`src/rtl/lr_shifter_pkg.sv`:
```
// Shared constants for the SPI-lite transmit shifter.
package lr_shifter_pkg;

    // Shift direction encoding carried on sh_rl
    localparam logic SH_LEFT  = 1'b1;  // MSB-first
    localparam logic SH_RIGHT = 1'b0;  // LSB-first

endpackage : lr_shifter_pkg

```
`src/rtl/lr_shifter.sv`:
```
// Parallel-load, serial-out transmit shifter with selectable bit order.
// A loaded word is presented one bit at a time on sdo; done flags that
// every loaded bit has been shifted out.
module lr_shifter
    import lr_shifter_pkg::*;
#(
    parameter int unsigned WIDTH = 8
) (
    input  logic             clk_i,
    input  logic             rst_n,
    input  logic [WIDTH-1:0] data,
    input  logic             ld,
    input  logic             sh_en,
    input  logic             sh_rl,
    output logic             sdo,
    output logic             done
);

    localparam int unsigned CNT_W = $clog2(WIDTH + 1);

    logic [WIDTH-1:0] shreg;
    logic [CNT_W-1:0] cnt;

    // Shift register: load has priority over shift; shifts zero-fill
    always_ff @(posedge clk_i or negedge rst_n) begin
        if (!rst_n) begin
            shreg <= '0;
        end else if (ld) begin
            shreg <= data;
        end else if (sh_en) begin
            if (sh_rl == SH_LEFT) begin
                shreg <= {shreg[WIDTH-2:0], 1'b0};
            end else begin
                shreg <= {1'b0, shreg[WIDTH-1:1]};
            end
        end
    end

    // Remaining-bit counter: restarts on load, saturates at zero on shift
    always_ff @(posedge clk_i or negedge rst_n) begin
        if (!rst_n) begin
            cnt <= '0;
        end else if (ld) begin
            cnt <= CNT_W'(WIDTH);
        end else if (sh_en && (cnt != '0)) begin
            cnt <= cnt - CNT_W'(1);
        end
    end

    // Output bit selected by direction; done decoded from the count
    always_comb begin
        sdo  = (sh_rl == SH_LEFT) ? shreg[WIDTH-1] : shreg[0];
        done = (cnt == '0);
    end

endmodule : lr_shifter

```
`config.mk`:
```
export PLATFORM = sky130hd
export DESIGN_NAME = lr_shifter
export DESIGN_NICKNAME = d
export VERILOG_FILES = /design/src/rtl/lr_shifter_pkg.sv /design/src/rtl/lr_shifter.sv
export SDC_FILE = /design/constraint.sdc
export NUM_CORES = 1
export LEC_CHECK = 0
export ABC_CLOCK_PERIOD_IN_PS = 1600
export CORE_MARGIN = 1.5
export CORE_UTILIZATION = 45
export CTS_CLUSTER_DIAMETER = 40
export DETAILED_ROUTE_END_ITERATION = 7
export PLACE_DENSITY_LB_ADDON = 0.08
export SLEW_MARGIN = 20
export SYNTH_ARGS = -nofsm -noshare
export SYNTH_HDL_FRONTEND = slang
export SYNTH_SLANG_ARGS = --single-unit
```
`constraint.sdc`:
```
create_clock -name clk_i -period 1.6 [get_ports clk_i]
set_input_delay 0.16 -clock clk_i [delete_from_list [all_inputs] [get_ports clk_i]]
set_output_delay 0.16 -clock clk_i [all_outputs]
set_load 0.02 [all_outputs]
```
==> reports/qor.csv <==
metric,value,unit
ios,15,
p_switching,0.000212,W
ctsHoldBuffers,0,
startpoint_type,input pin,
die_w,42.1,um
dr_total_vias,546,
internal_power,0.000542,W
drt-wirelength-per-cell,12.5,um
fin_crit_sh,90.9,%
die_h,42.1,um
syn_to_final_growth,28.4,%
grt.overflow.total,0,
antenna_found_initial,0,
synth_area,688,sq um
top_layer,met4,
cpMaxStageDelayCell,clkdlybuf4s50_1,
fin_nets,105,
max_freq,688,MHz
antenna_left,0,
min_period,1450,ps
clkLatencyLatePin,270,ps
dpl_cell_area,867,sq um
slowest_delay,480,ps
cp.required,1440,ps
p_leak,0.427,nW
ir_drop,0.543,mV
max_cap_violations,0,
ys_seq_area_share,43.6,%
worstPathArrival,1290,ps
drt-total-wl,1.29,mm
stdcell_area,883,sq um
die-area,1770,sq um
worst-setup-path-type,in2out,
fp.coreArea,1370,sq um
slew_headroom,64.2,%
combPwrFrac,27.4,%
drc,0,
vias_per_cell,5.30,
pwr_density_cell,854,nW/um^2
clk_path_buf_depth,2,
grtUsageTotal,16.4,%
hold_viol,0,
setup_tns,0,ps
ys_seq_elements,12,
swShare,28.1,%
grt_max_degree,16,
place_congestion,0.712,
p_clk_share,23.9,%
clk_pin_slew,70,ps
p_total,0.000754,W
multi_input_area,355,sq um
fin_skew,1.69,ps
wl_met3,83,um
cp_top_family,buffers and inverters,
cts_sinks,12,
ctsHtreeMaxLevel,1,
met2_length,528,um
fillers,121,
avgSynthCellArea,9.83,sq um
yosysWarnings,0,
critPathMaxFanout,2,
rsz0062_at_grt,false,
dr.pass1.iters,4,
setup_viol,0,
status,"finished, final reports clean",
ys_types,22,
cp-end-kind,output port,
cts_root_buf,clkbuf_4,
cts_inserted_buffers,3,
slew_violations,0,
cts_tree,done,
seqPwrFrac,48.7,%
worstPathBufferInverterCount,2,
tightest_slew,535,ps
hp-class,in2async,
seqCellArea,300,sq um
antennaDiodeCount,0,
drtIter0Drc,12,
final_util,64.7,%
m1WireLength,665,um
grt_pass1_wl,2.10,mm
grt_pass1_vias,471,
rows,13,
synthCells,70,
crit_chain,"clkdlybuf4s50_1, mux2_2, dlygate4sd2_1",
start_util,50.4,%
syn_nets,85,
drive_gt1_share,15.9,%
io_buffers,14,
## routing by layer
layer,GRT usage [%],vias up
li1,-,284
met1,21.9,249
met2,21.9,11
met3,8.19,2
met4,7.50,0
met5,0,-
## cell families after synthesis
group / Yosys count / share of synthesized area, %
flops: 12 / 43.6
fa+ha+maj: 2 / 3.64
compound gates: 18 / 18.5
simple gates: 21 / 14.4
buf+inv: 7 / 4.73
mux: 10 / 15.1
## worst register-to-register path, delay by kind of cell, from the launching register on
| family | cells | cell delay (ps) |
|---|---|---|
| compound gates | 1 | 130 |
| fa+ha+maj | 1 | 140 |
| simple gates | 2 | 490 |
| buf+inv | 2 | 190 |
| flops | 1 | 400 |
## metrics by stage
step / std cells / setup WS (ps) / hold WS [ps]
detailed placement: 100 / -88.1 / 500
CTS: 103 / 11.3 / 252
global placement: 100 / -58.0 / 495
global route: 103 / 39.2 / 287
floorplan: 70 / 287 / -136
finish: 103 / 146 / 236
## placed cells by master, fill, tap and decap left out, drive strengths merged, types with 2 or more instances in the layout
cell | netlist | final
o21ai | 2 | 2
dfrtp | 12 | 12
mux2 | 3 | 3
ha | 2 | 2
nor2b | 2 | 2
nand2 | 4 | 4
a211oi | 6 | 6
nor2 | 11 | 11
clkdlybuf4s50 | 0 | 12
mux2i | 7 | 7
clkbuf | 2 | 4
inv | 2 | 2
a21o | 6 | 6
buf | 3 | 6
## power groups by stage
stage / clock, W / combinational [W] / sequential (W)
after floorplan: 0 / 0.000133 / 0.000365
after global placement: 0 / 0.000209 / 0.000373
after detailed placement: 0 / 0.000213 / 0.000373
after CTS: 0.000187 / 0.000211 / 0.000367
after global routing: 0.000201 / 0.000233 / 0.000372
final: 0.000180 / 0.000206 / 0.000368
## registers in the layout (all words and copies together), names as in the netlist
signal,cells
shreg,8
cnt,4
## cell usage after synthesis
library cell   n  area (sq um)
a211o_1        1          8.76
nor2b_1        2          12.5
o21ai_0        2          10.0
a21oi_1        1          5.00
mux2i_1        7          70.1
nor2_1        11          41.3
o21a_1         1          7.51
nor3_1         1          5.00
mux2_2         3          33.8
buf_4          1          7.51
or3b_2         1          8.76
dfrtp_1       12           300
inv_1          2          7.51
a211oi_1       6          45.0
buf_2          2          10.0
or4b_1         1          10.0
ha_1           2          25.0
clkbuf_1       2          7.51
nand2b_1       1          6.26
a21o_1         6          45.0
nand2_1        4          15.0
a31oi_1        1          6.26
## cell type report
type,count,area share (%)
Multi-Input combinational cell,51,40.2
Sequential cell,12,34.0
Timing Repair Buffer,20,20.3
Clock buffer,3,2.55
Tap cell,15,2.12
Inverter,2,0.850
## timing repair
item	in CTS	in global routing
endpoints found under the hold margin	0	0
endpoints found under the setup margin	2	1
buffers inserted	0	0
cloned	0	0
gates resized for setup	2	2
pin swaps	0	0
## final timing paths
kind,start,endpoint,slack [ps],cells past startpoint
max in group asynchronous,rst_n,cnt[1]$_DFFE_PN0P_,1010,1
max,sh_rl,sdo,150,3
min,rst_n,shreg[7]$_DFFE_PN0P_,240,1
max reg2reg,cnt[0]$_DFFE_PN0P_,cnt[2]$_DFFE_PN0P_,170,6
min reg2reg,cnt[3]$_DFFE_PN0P_,cnt[3]$_DFFE_PN0P_,510,1
min in group clk_i,data[0],shreg[0]$_DFFE_PN0P_,440,3
No activity file was read; power rests on OpenSTA's default activity.
